`src/rtl/div_unit.sv`:
```
// div_unit -- multi-cycle 32-bit divider for the execute stage (DIV / DIVU).
// One restoring-division step per clock; the result is returned as
// {remainder, quotient} and held until the requester drops start_i.
//
// Ports
//   clk           clock, rising edge
//   rst           asynchronous reset, active low
//   signed_div_i  1 = two's-complement divide, 0 = unsigned
//   opdata1_i     dividend
//   opdata2_i     divisor
//   start_i       request, held until the cycle after ready_o is seen
//   annul_i       abort any in-flight operation
//   result_o      {remainder[31:0], quotient[31:0]}, registered
//   ready_o       result valid, registered
//
// State table
//   ST_FREE   | idle, outputs zero, accepts a new request
//   ST_BYZERO | divisor was zero, report a zero result next edge
//   ST_ON     | iterating, one quotient bit per clock
//   ST_END    | result valid, held while start_i stays high
module div_unit (
   input  logic        clk,
   input  logic        rst,
   input  logic        signed_div_i,
   input  logic [31:0] opdata1_i,
   input  logic [31:0] opdata2_i,
   input  logic        start_i,
   input  logic        annul_i,
   output logic [63:0] result_o,
   output logic        ready_o
);

   typedef enum logic [1:0] {ST_FREE, ST_BYZERO, ST_ON, ST_END} state_t;

   state_t      state_q, state_d;
   logic [5:0]  cnt_q, cnt_d;
   // Working register W without its top bit: W[64] never feeds a later step,
   // so it is only taken from the combinational step on the final iteration.
   logic [63:0] w_q, w_d;
   logic [31:0] dvs_q, dvs_d;
   logic        sign1_q, sign1_d;
   logic        sign2_q, sign2_d;
   logic        sgn_q, sgn_d;
   logic [63:0] result_q, result_d;
   logic        ready_q, ready_d;

   logic [32:0] diff;
   logic [64:0] w_step;
   logic [31:0] mag1, mag2;
   logic [31:0] quo_fix, rem_fix;
   logic        last_step;
   logic        accept;

   assign diff      = {1'b0, w_q[63:32]} - {1'b0, dvs_q};
   assign last_step = (cnt_q == 6'd31);
   assign accept    = start_i && !annul_i;

   always_comb begin
      if (diff[32]) begin
         w_step = {w_q[63:0], 1'b0};
      end else begin
         w_step = {diff[31:0], w_q[31:0], 1'b1};
      end
   end

   // Magnitudes; 0x80000000 stays 0x80000000 and is treated as unsigned.
   assign mag1 = (signed_div_i && opdata1_i[31]) ? (~opdata1_i + 32'd1) : opdata1_i;
   assign mag2 = (signed_div_i && opdata2_i[31]) ? (~opdata2_i + 32'd1) : opdata2_i;

   assign quo_fix = (sgn_q && (sign1_q ^ sign2_q)) ? (~w_step[31:0] + 32'd1) : w_step[31:0];
   assign rem_fix = (sgn_q && sign1_q) ? (~w_step[64:33] + 32'd1) : w_step[64:33];

   always_ff @(posedge clk or negedge rst) begin
      if (!rst) begin
         state_q <= ST_FREE;
      end else begin
         state_q <= state_d;
      end
   end

   always_comb begin
      state_d = state_q;
      case (state_q)
         ST_FREE: begin
            if (accept) begin
               state_d = (opdata2_i == 32'd0) ? ST_BYZERO : ST_ON;
            end
         end
         ST_BYZERO: state_d = annul_i ? ST_FREE : ST_END;
         ST_ON: begin
            if (annul_i) begin
               state_d = ST_FREE;
            end else if (last_step) begin
               state_d = ST_END;
            end
         end
         ST_END: begin
            if (!start_i) begin
               state_d = ST_FREE;
            end
         end
         default: state_d = ST_FREE;
      endcase
   end

   always_comb begin
      cnt_d    = cnt_q;
      w_d      = w_q;
      dvs_d    = dvs_q;
      sign1_d  = sign1_q;
      sign2_d  = sign2_q;
      sgn_d    = sgn_q;
      result_d = result_q;
      ready_d  = ready_q;
      case (state_q)
         ST_FREE: begin
            cnt_d    = 6'd0;
            result_d = 64'd0;
            ready_d  = 1'b0;
            if (accept && (opdata2_i != 32'd0)) begin
               w_d     = {31'd0, mag1, 1'b0};
               dvs_d   = mag2;
               sign1_d = opdata1_i[31];
               sign2_d = opdata2_i[31];
               sgn_d   = signed_div_i;
            end
         end
         ST_BYZERO: begin
            result_d = 64'd0;
            ready_d  = !annul_i;
         end
         ST_ON: begin
            if (annul_i) begin
               cnt_d    = 6'd0;
               result_d = 64'd0;
               ready_d  = 1'b0;
            end else begin
               w_d   = w_step[63:0];
               cnt_d = cnt_q + 6'd1;
               if (last_step) begin
                  result_d = {rem_fix, quo_fix};
                  ready_d  = 1'b1;
               end
            end
         end
         ST_END: begin
            if (!start_i) begin
               result_d = 64'd0;
               ready_d  = 1'b0;
            end
         end
         default: begin
            result_d = 64'd0;
            ready_d  = 1'b0;
         end
      endcase
   end

   always_ff @(posedge clk or negedge rst) begin
      if (!rst) begin
         cnt_q    <= 6'd0;
         w_q      <= 64'd0;
         dvs_q    <= 32'd0;
         sign1_q  <= 1'b0;
         sign2_q  <= 1'b0;
         sgn_q    <= 1'b0;
         result_q <= 64'd0;
         ready_q  <= 1'b0;
      end else begin
         cnt_q    <= cnt_d;
         w_q      <= w_d;
         dvs_q    <= dvs_d;
         sign1_q  <= sign1_d;
         sign2_q  <= sign2_d;
         sgn_q    <= sgn_d;
         result_q <= result_d;
         ready_q  <= ready_d;
      end
   end

   assign result_o = result_q;
   assign ready_o  = ready_q;

endmodule

```
`config.mk`:
```
export PLATFORM = sky130hd
export DESIGN_NAME = div_unit
export DESIGN_NICKNAME = d
export VERILOG_FILES = /design/src/rtl/div_unit.sv
export SDC_FILE = /design/constraint.sdc
export NUM_CORES = 1
export LEC_CHECK = 0
export CORE_MARGIN = 1
export CORE_UTILIZATION = 40
export DETAILED_ROUTE_END_ITERATION = 7
export GPL_TIMING_DRIVEN = 0
export MAX_ROUTING_LAYER = met4
export PLACE_DENSITY = 0.59
export SLEW_MARGIN = 0
export SYNTH_ARGS = -nofsm -noshare
export SYNTH_HDL_FRONTEND = slang
export SYNTH_SLANG_ARGS = --single-unit
export TNS_END_PERCENT = 100
```
`constraint.sdc`:
```
create_clock -name clk -period 6 [get_ports clk]
set_clock_uncertainty 0.05 [all_clocks]
set_input_delay 1.2 -clock clk [delete_from_list [all_inputs] [get_ports clk]]
set_output_delay 1.2 -clock clk [all_outputs]
set_load 0.005 [all_outputs]
```
==> impl_metrics.prom, run 1 <==
# TYPE chip_impl_metric gauge
chip_impl_metric{name="power.leakage",unit="nW"} 6.138
chip_impl_metric{name="timing.final.max_slew_violations",unit=""} 0
chip_impl_metric{name="power.density",unit="nW/um^2"} 386.5
chip_impl_metric{name="syn-instance-count",unit=""} 1543
chip_impl_metric{name="tritoncts.num_buffers",unit=""} 17
chip_impl_metric{name="worst-endpoint-required",unit="ps"} 6280
chip_impl_metric{name="number_of_synthesized_flops_with_an_enable_pin",unit=""} 0
chip_impl_metric{name="synth-seq-area-share",unit="%"} 35.34
chip_impl_info{name="clockRootBuffer",value="sky130_fd_sc_hd__clkbuf_16"} 1
chip_impl_metric{name="htree_levels",unit=""} 4
chip_impl_metric{name="syn_area_per_cell",unit="sq um"} 7.894
chip_impl_metric{name="std_cell_rows",unit=""} 63
chip_impl_info{name="timing.critical_path.cells",value="inv_1 > ha_1 > fa_1 > nand2b_1 > a21boi_2 > o21a_2 > a211oi_2 > o211ai_2 > buf_6 > clkbuf_4 > buf_4 > buf_4 > buf_6 > nand2_1 > o21ai_0 > ha_2 > and4b_1 > nand4_2 > o21a_1 > nor4b_4 > or4b_1 > a21o_1 > a32o_1"} 1
chip_impl_info{name="endpoint_kind_of_the_worst_setup_timing_path",value="flip-flop"} 1
chip_impl_metric{name="numPlacedInstances",unit=""} 2067
chip_impl_metric{name="die_area",unit="sq um"} 31150
chip_impl_metric{name="final_layout_size_suffix_gt1_share",unit="%"} 5.085
chip_impl_info{name="commonest_cells_in_the_netlist",value="sky130_fd_sc_hd__nand2_1, sky130_fd_sc_hd__o21ai_0, sky130_fd_sc_hd__dfrtp_1, sky130_fd_sc_hd__a21oi_1, sky130_fd_sc_hd__nor2_1"} 1
chip_impl_metric{name="max_cap_violations",unit=""} 0
chip_impl_info{name="synth_area_leaders",value="sky130_fd_sc_hd__dfrtp_1, sky130_fd_sc_hd__nand2_1, sky130_fd_sc_hd__o21ai_0, sky130_fd_sc_hd__xnor2_1, sky130_fd_sc_hd__a21oi_1"} 1
chip_impl_metric{name="fp.dieW",unit="microns"} 176.5
chip_impl_metric{name="floorplan.initialDensity",unit="%"} 40.88
chip_impl_metric{name="area_growth",unit="%"} 20.61
chip_impl_metric{name="timing.critical_path.arrival",unit="ps"} 5970
chip_impl_metric{name="first_pass_iters",unit=""} 5
chip_impl_info{name="holdCritPathClass",value="reg2reg"} 1
chip_impl_metric{name="register_area",unit="sq um"} 4304
chip_impl_info{name="crit-reg2reg-launch",value="w_q[32]$_DFFE_PN0P_"} 1
chip_impl_metric{name="multi_input_comb_area",unit="sq um"} 7321
chip_impl_metric{name="grt_pass1_vias",unit=""} 11240
chip_impl_metric{name="routed-via-count",unit=""} 11660
chip_impl_metric{name="synthDominantCellAreaShare",unit="%"} 35.34
chip_impl_metric{name="antenna_found_initial",unit=""} 1
chip_impl_metric{name="ioPinCount",unit=""} 134
chip_impl_metric{name="power_switching",unit="mW"} 2.616
chip_impl_info{name="holdCritStartpoint",value="result_o[18]$_DFFE_PN0P_"} 1
chip_impl_metric{name="vias_per_cell",unit=""} 5.551
chip_impl_metric{name="gpl.final_weighted_congestion",unit=""} 0.9111
chip_impl_metric{name="syn-cell-area",unit="sq um"} 12180
chip_impl_metric{name="fmax",unit="GHz"} 0.1758
chip_impl_metric{name="drt_drc_violations_left",unit=""} 0
chip_impl_metric{name="cts.sink_count",unit=""} 172
chip_impl_info{name="top_cell_type_by_total_area_after_synthesis",value="sky130_fd_sc_hd__dfrtp_1"} 1
chip_impl_metric{name="clk_pin_slew",unit="ps"} 70
chip_impl_metric{name="synth-seq-cells",unit=""} 172
chip_impl_metric{name="first_iter_violations",unit=""} 1024
chip_impl_metric{name="clock_latency",unit="ps"} 440
chip_impl_info{name="critical_path_class",value="reg2reg"} 1
chip_impl_metric{name="finalSetupViolations",unit=""} 0
chip_impl_metric{name="dp_slack",unit="ps"} -483.5
chip_impl_metric{name="seqPwrFrac",unit="%"} 28.1
chip_impl_metric{name="asr_flop_ratio_synth",unit="%"} 100.0
chip_impl_metric{name="placement.io_buffers",unit=""} 133
chip_impl_metric{name="finalWorstPathRequiredPeriod",unit="ps"} 5688
chip_impl_info{name="startpoint",value="w_q[32]$_DFFE_PN0P_"} 1
chip_impl_metric{name="drt_wl_total",unit="mm"} 39.09
chip_impl_metric{name="p_int",unit="mW"} 3.061
chip_impl_metric{name="swShare",unit="%"} 46.07
chip_impl_info{name="synth_most_common_cell",value="sky130_fd_sc_hd__nand2_1"} 1
chip_impl_metric{name="largest_net_degree_at_the_start_of_global_routing",unit=""} 113
chip_impl_metric{name="final-instance-count-excl-fill",unit=""} 2101
chip_impl_info{name="synth-main-ff-cell",value="sky130_fd_sc_hd__dfrtp_1"} 1
chip_impl_metric{name="final_net_count",unit=""} 1809
chip_impl_metric{name="worstPathBufferInverterCount",unit=""} 6
chip_impl_metric{name="power.share.clock",unit="%"} 20.8
chip_impl_metric{name="final_util",unit="%"} 49.30
chip_impl_metric{name="max_slew.worst_pin.slew",unit="ps"} 812.7
chip_impl_info{name="start_kind",value="flip-flop"} 1
chip_impl_metric{name="peakVddDrop",unit="mV"} 0.2415
chip_impl_metric{name="filler_cell_count",unit=""} 2969
chip_impl_metric{name="antennaDiodeCount",unit=""} 0
chip_impl_metric{name="route.antenna.remaining_nets",unit=""} 0
chip_impl_metric{name="hold_viol_final",unit=""} 0
chip_impl_metric{name="fin_total_pwr",unit="mW"} 5.677
chip_impl_metric{name="grt_use_total",unit="%"} 26.61
chip_impl_info{name="clock_tree_from_tritoncts",value="built"} 1
chip_impl_metric{name="grt_total_ovfl",unit=""} 0
chip_impl_metric{name="share_comb_of_total_power",unit="%"} 51.0
chip_impl_metric{name="dpl.hpwl",unit="mm"} 30.87
chip_impl_metric{name="critical_path_peak_fanout",unit=""} 10
chip_impl_metric{name="drt-wirelength-per-cell",unit="microns"} 18.61
chip_impl_metric{name="worst_case_clock_buffer_depth",unit=""} 2
chip_impl_metric{name="die_height",unit="microns"} 176.5
chip_impl_metric{name="mappedNetlistNets",unit=""} 1654
chip_impl_info{name="status",value="complete, no violations"} 1
chip_impl_info{name="worst_path_dominant_cell_family",value="compound AO/OA/AOI/OAI gates"} 1
chip_impl_metric{name="first_pass_grt_wire_length",unit="mm"} 62.38
chip_impl_metric{name="std_cell_core_area",unit="sq um"} 29800
chip_impl_metric{name="synthDistinctLibCells",unit=""} 84
chip_impl_metric{name="final.period_utilization",unit="%"} 94.79
chip_impl_metric{name="synthesis.yosys.warnings",unit=""} 0
chip_impl_metric{name="slew_headroom",unit="%"} 45.32
chip_impl_metric{name="setup_slack",unit="ps"} 312.4
chip_impl_info{name="cp_slowest_cell",value="sky130_fd_sc_hd__or4b_1"} 1
chip_impl_metric{name="critical_path.max_stage_delay",unit="ps"} 500
## layout make-up
| cell class | count | area share [%] |
|---|---|---|
| multi-input combinational | 1228 | 49.83 |
| sequential | 172 | 29.30 |
| timing repair buffer | 136 | 9.386 |
| tap | 390 | 3.322 |
| clock buffer | 17 | 2.896 |
| buffer | 83 | 2.487 |
| inverter | 60 | 1.533 |
| clock inverter | 15 | 1.244 |
## tightest hold or removal path: stages (launching register included)
cell                      delay, ps
sky130_fd_sc_hd__dfrtp_1        340
sky130_fd_sc_hd__nand2_1         40
sky130_fd_sc_hd__o21ai_0         60
## power groups by stage
stage | sequential, mW | combinational, mW | clock [mW]
after floorplan | 1.55 | 2.04 | 0
after global placement | 1.61 | 2.81 | 0
after detailed placement | 1.61 | 2.84 | 0
after CTS | 1.59 | 2.86 | 1.21
after global routing | 1.63 | 3.22 | 1.25
final | 1.60 | 2.90 | 1.18
## layout by cell type, fill, tap and decap left out, types with 10 or more instances in the layout
| master | Yosys | routed |
|---|---|---|
| sky130_fd_sc_hd__a211oi_1 | 13 | 13 |
| sky130_fd_sc_hd__a21o_1 | 15 | 15 |
| sky130_fd_sc_hd__a21oi_1 | 119 | 119 |
| sky130_fd_sc_hd__a31oi_1 | 13 | 13 |
| sky130_fd_sc_hd__and3_1 | 14 | 14 |
| sky130_fd_sc_hd__clkbuf_1 | 68 | 66 |
| sky130_fd_sc_hd__clkbuf_16 | 0 | 17 |
| sky130_fd_sc_hd__clkdlybuf4s50_1 | 0 | 132 |
| sky130_fd_sc_hd__dfrtp_1 | 172 | 172 |
| sky130_fd_sc_hd__ha_1 | 41 | 40 |
| sky130_fd_sc_hd__inv_1 | 59 | 59 |
| sky130_fd_sc_hd__mux2i_1 | 11 | 11 |
| sky130_fd_sc_hd__nand2_1 | 276 | 276 |
| sky130_fd_sc_hd__nand2b_1 | 12 | 12 |
| sky130_fd_sc_hd__nand3_1 | 24 | 24 |
| sky130_fd_sc_hd__nor2_1 | 114 | 114 |
| sky130_fd_sc_hd__nor3_1 | 36 | 35 |
| sky130_fd_sc_hd__nor4_1 | 11 | 11 |
| sky130_fd_sc_hd__o21ai_0 | 195 | 195 |
| sky130_fd_sc_hd__o31ai_1 | 39 | 39 |
| sky130_fd_sc_hd__o41ai_1 | 10 | 10 |
| sky130_fd_sc_hd__or3_1 | 16 | 16 |
| sky130_fd_sc_hd__xnor2_1 | 75 | 75 |
| sky130_fd_sc_hd__xor2_1 | 60 | 60 |
## layer usage
| layer | vias to the layer above | global-route usage (%) | share of wire (%) |
|---|---|---|---|
| li1 | 5733 | - | - |
| met1 | 5533 | 35.39 | 47 |
| met2 | 346 | 42.58 | 47 |
| met3 | 51 | 2.972 | 4.5 |
| met4 | 0 | 7.759 | 2.3 |
| met5 | - | - | 0 |
## through the flow
stage / instance area [sq um] / hold slack, ps / setup TNS [ps]
4_1_cts: 14660 / 436.6 / 0
3_3_place_gp: 14000 / 413.3 / -616190
3_5_place_dp: 14030 / 420.8 / -1106
5_1_grt: 14690 / 441.7 / -2.968
6_report: 14690 / 427.1 / 0
2_1_floorplan: 12180 / 400.6 / 0
## worst paths after layout
kind                                            end  slack (ps)  cells after the start
min in group asynchronous  result_o[23]$_DFFE_PN0P_         610                      1
setup / recovery           result_o[62]$_DFFE_PN0P_         310                     23
setup reg to reg           result_o[62]$_DFFE_PN0P_         310                     23
hold / removal             result_o[18]$_DFFE_PN0P_         430                      2
max in group asynchronous     dvs_q[23]$_DFFE_PN0P_        4380                      2
hold reg to reg            result_o[18]$_DFFE_PN0P_         430                      2
## flip-flops by register name, indices dropped and copies added, names as in the netlist
name,count
result_o,64
w_q,64
dvs_q,32
cnt_q,6
state_q,2
ready_o,1
sgn_q,1
sign1_q,1
sign2_q,1
## logic make-up (layout without fill, tap and decap cells)
group	count (synthesis)	count (layout)	share of synthesized area, %
multiplexers	18	18	1.551
AND/OR/NAND/NOR	551	551	20.44
adder cells (fa/ha/maj)	42	42	4.376
AO/OA/AOI/OAI	482	482	23.92
buffers and inverters	143	311	4.664
XOR/XNOR	135	135	9.707
flip-flops	172	172	35.34
## what timing repair did
| action | 4_1_cts | 5_1_grt |
|---|---|---|
| gates cloned | 0 | 0 |
| hold buffers | 0 | 0 |
| pin swaps | 1 | 1 |
| buffers inserted | 1 | 1 |
| setup endpoints to repair | 4 | 9 |
| gates resized for setup | 4 | 12 |
(Power assumes the default switching activity.)
==> inputs of run 2 (changes only) <==
--- a/config.mk
+++ b/config.mk
@@ -8,6 +8,7 @@
 export CORE_MARGIN = 1
 export CORE_UTILIZATION = 40
 export DETAILED_ROUTE_END_ITERATION = 7
+export GPL_ROUTABILITY_DRIVEN = 0
 export GPL_TIMING_DRIVEN = 0
 export MAX_ROUTING_LAYER = met4
 export PLACE_DENSITY = 0.59
==> impl_metrics.prom, run 2 (synthesized netlist as in run 1, its figures left out) <==
# TYPE chip_impl_metric gauge
chip_impl_info{name="timing.critical_path.cells",value="inv_1 > ha_1 > fa_1 > nand2b_1 > a21boi_2 > o21a_2 > a211oi_2 > o211ai_2 > buf_4 > clkbuf_4 > buf_4 > buf_4 > buf_4 > nand2_1 > o21ai_0 > ha_2 > and4b_1 > nand4_2 > o21a_1 > nor4b_4 > or4b_1 > a21o_1 > a32o_1"} 1
chip_impl_metric{name="fmax",unit="GHz"} 0.1710
chip_impl_metric{name="first_pass_grt_wire_length",unit="mm"} 59.90
chip_impl_metric{name="route.antenna.remaining_nets",unit=""} 0
chip_impl_info{name="cp_slowest_cell",value="sky130_fd_sc_hd__or4b_1"} 1
chip_impl_metric{name="setup_tns",unit="ps"} 0
chip_impl_info{name="endpoint_kind_of_the_worst_setup_timing_path",value="flip-flop"} 1
chip_impl_metric{name="ff2ff_setup_slack",unit="ps"} 150
chip_impl_metric{name="grt_pass1_vias",unit=""} 10950
chip_impl_metric{name="ioPinCount",unit=""} 134
chip_impl_metric{name="fp.dieW",unit="microns"} 176.5
chip_impl_info{name="start_kind",value="flip-flop"} 1
chip_impl_metric{name="timing.critical_path.arrival",unit="ps"} 6130
chip_impl_metric{name="drt_wl_total",unit="mm"} 38.12
chip_impl_metric{name="numPlacedInstances",unit=""} 2067
chip_impl_metric{name="drt-wirelength-per-cell",unit="microns"} 18.15
chip_impl_metric{name="std_cell_rows",unit=""} 63
chip_impl_info{name="holdPathEnd",value="result_o[20]$_DFFE_PN0P_"} 1
chip_impl_metric{name="htree_levels",unit=""} 4
chip_impl_metric{name="vias_per_cell",unit=""} 5.542
chip_impl_metric{name="finalWorstPathRequiredPeriod",unit="ps"} 5849
chip_impl_info{name="crit-reg2reg-capture",value="result_o[62]$_DFFE_PN0P_"} 1
chip_impl_metric{name="register_area",unit="sq um"} 4304
chip_impl_metric{name="max_slew.worst_pin.slew",unit="ps"} 933.6
chip_impl_info{name="holdCritPathClass",value="reg2reg"} 1
chip_impl_metric{name="grt_total_ovfl",unit=""} 0
chip_impl_metric{name="slew_headroom",unit="%"} 37.28
chip_impl_metric{name="placement.io_buffers",unit=""} 133
chip_impl_metric{name="antenna_found_initial",unit=""} 0
chip_impl_metric{name="drt_drc_violations_left",unit=""} 0
chip_impl_metric{name="routed-via-count",unit=""} 11640
chip_impl_info{name="clock_tree_from_tritoncts",value="built"} 1
chip_impl_metric{name="std_cell_core_area",unit="sq um"} 29800
chip_impl_metric{name="area_growth",unit="%"} 19.84
chip_impl_info{name="final_common_cell",value="sky130_fd_sc_hd__nand2_1"} 1
chip_impl_info{name="layout.cells.most_common_list",value="sky130_fd_sc_hd__nand2_1, sky130_fd_sc_hd__o21ai_0, sky130_fd_sc_hd__dfrtp_1"} 1
chip_impl_metric{name="postCtsHoldBufs",unit=""} 0
chip_impl_metric{name="hold-path-cell-count",unit=""} 2
chip_impl_metric{name="critical_path.max_stage_delay",unit="ps"} 500
chip_impl_info{name="status",value="complete, no violations"} 1
chip_impl_metric{name="cts.sink_count",unit=""} 172
chip_impl_metric{name="tritoncts.num_buffers",unit=""} 17
chip_impl_metric{name="clock_latency",unit="ps"} 440
chip_impl_metric{name="fin_total_pwr",unit="mW"} 5.507
chip_impl_metric{name="grt_use_total",unit="%"} 25.39
chip_impl_metric{name="first_pass_iters",unit=""} 6
chip_impl_metric{name="r2r.worst_path.cells",unit=""} 23
chip_impl_info{name="cpMostUsedCell",value="sky130_fd_sc_hd__buf_4"} 1
chip_impl_info{name="rsz0062_at_grt",value="true"} 1
chip_impl_metric{name="timing.final.max_slew_violations",unit=""} 0
chip_impl_metric{name="hold_viol_final",unit=""} 0
chip_impl_metric{name="worst_case_clock_buffer_depth",unit=""} 2
chip_impl_metric{name="antennaDiodeCount",unit=""} 0
chip_impl_info{name="worst_path_dominant_cell_family",value="compound AO/OA/AOI/OAI gates"} 1
chip_impl_metric{name="final_util",unit="%"} 48.99
chip_impl_metric{name="final_layout_size_suffix_gt1_share",unit="%"} 4.854
chip_impl_metric{name="final.period_utilization",unit="%"} 97.49
chip_impl_metric{name="worstPathBufferInverterCount",unit=""} 6
chip_impl_metric{name="die_area",unit="sq um"} 31150
chip_impl_metric{name="floorplan.initialDensity",unit="%"} 40.88
chip_impl_info{name="holdCritStartpoint",value="result_o[20]$_DFFE_PN0P_"} 1
chip_impl_metric{name="power.density",unit="nW/um^2"} 377.3
chip_impl_metric{name="first_iter_violations",unit=""} 977
chip_impl_metric{name="final_net_count",unit=""} 1808
chip_impl_info{name="clockRootBuffer",value="sky130_fd_sc_hd__clkbuf_16"} 1
chip_impl_metric{name="clk_pin_slew",unit="ps"} 70
chip_impl_metric{name="multi_input_comb_area",unit="sq um"} 7316
chip_impl_metric{name="finalSetupViolations",unit=""} 0
chip_impl_metric{name="peakVddDrop",unit="mV"} 0.2690
chip_impl_metric{name="fin_area",unit="sq um"} 14600
chip_impl_metric{name="die_height",unit="microns"} 176.5
chip_impl_info{name="crit-reg2reg-launch",value="w_q[32]$_DFFE_PN0P_"} 1
chip_impl_info{name="critical_path_class",value="reg2reg"} 1
chip_impl_metric{name="final-instance-count-excl-fill",unit=""} 2100
chip_impl_metric{name="dp_slack",unit="ps"} -510.8
chip_impl_metric{name="filler_cell_count",unit=""} 2954
chip_impl_metric{name="max_cap_violations",unit=""} 0
chip_impl_metric{name="dpl-instance-area",unit="sq um"} 14030
chip_impl_metric{name="worst_hold_slack",unit="ps"} 426.6
chip_impl_metric{name="critical_path_peak_fanout",unit=""} 10
chip_impl_metric{name="worst-endpoint-required",unit="ps"} 6280
chip_impl_metric{name="largest_net_degree_at_the_start_of_global_routing",unit=""} 103
chip_impl_metric{name="dpl.hpwl",unit="mm"} 29.82
chip_impl_metric{name="power.leakage",unit="nW"} 6.090
chip_impl_metric{name="setup_slack",unit="ps"} 150.8
## run 2: changes by cell type in the layout (fill, tap and decap cells not counted), moves of 2 or more
cell	before	now
sky130_fd_sc_hd__bufinv_16	3	0
sky130_fd_sc_hd__clkinv_4	0	2
sky130_fd_sc_hd__inv_6	5	1
sky130_fd_sc_hd__clkinvlp_4	3	5
sky130_fd_sc_hd__clkbuf_1	66	68
sky130_fd_sc_hd__buf_6	4	2
## run 2: what timing repair did
item | in CTS | in global routing
pin swaps | 1 | 1
setup endpoints to repair | 5 | 4
resized for setup | 5 | 6
buffers inserted | 1 | 0
hold endpoints to repair | 0 | 0
## run 2: where the power goes
| group | internal (mW) | switching [mW] |
|---|---|---|
| sequential | 1.39 | 0.204 |
| combinational | 1.01 | 1.85 |
| clock | 0.544 | 0.514 |
## run 2: how the worst max path moves through the flow
| stage | from | to | slack [ps] | cells after the start |
|---|---|---|---|---|
| after floorplan | w_q[32]$_DFFE_PN0P_ | result_o[62]$_DFFE_PN0P_ | 670 | 23 |
| after global placement | rst | dvs_q[29]$_DFFE_PN0P_ | -3580 | 1 |
| after detailed placement | w_q[32]$_DFFE_PN0P_ | result_o[62]$_DFFE_PN0P_ | -510 | 23 |
| after CTS | w_q[32]$_DFFE_PN0P_ | result_o[62]$_DFFE_PN0P_ | 90 | 23 |
| after global routing | w_q[32]$_DFFE_PN0P_ | result_o[62]$_DFFE_PN0P_ | -50 | 23 |
| final | w_q[32]$_DFFE_PN0P_ | result_o[62]$_DFFE_PN0P_ | 150 | 23 |
## run 2: cell type report
type / count / share of cell area (%)
Multi-Input combinational cell: 1228 / 50.12
Sequential cell: 172 / 29.49
Timing Repair Buffer: 135 / 9.395
Tap cell: 390 / 3.343
Clock buffer: 20 / 3.060
Buffer: 83 / 2.434
Inverter: 60 / 1.543
Clock inverter: 12 / 0.6172
## run 2: worst min-delay path, stage by stage (launching register included)
cell	delay (ps)
sky130_fd_sc_hd__dfrtp_1	340
sky130_fd_sc_hd__nand2_1	40
sky130_fd_sc_hd__o21ai_0	60
## run 2: metal layers
layer / track usage (%) / wire length [microns] / vias up
li1: - / - / 5730
met1: 33.38 / 17530 / 5495
met2: 40.98 / 17810 / 363
met3: 2.907 / 1909 / 51
met4: 7.579 / 867 / 0
met5: - / 0 / -
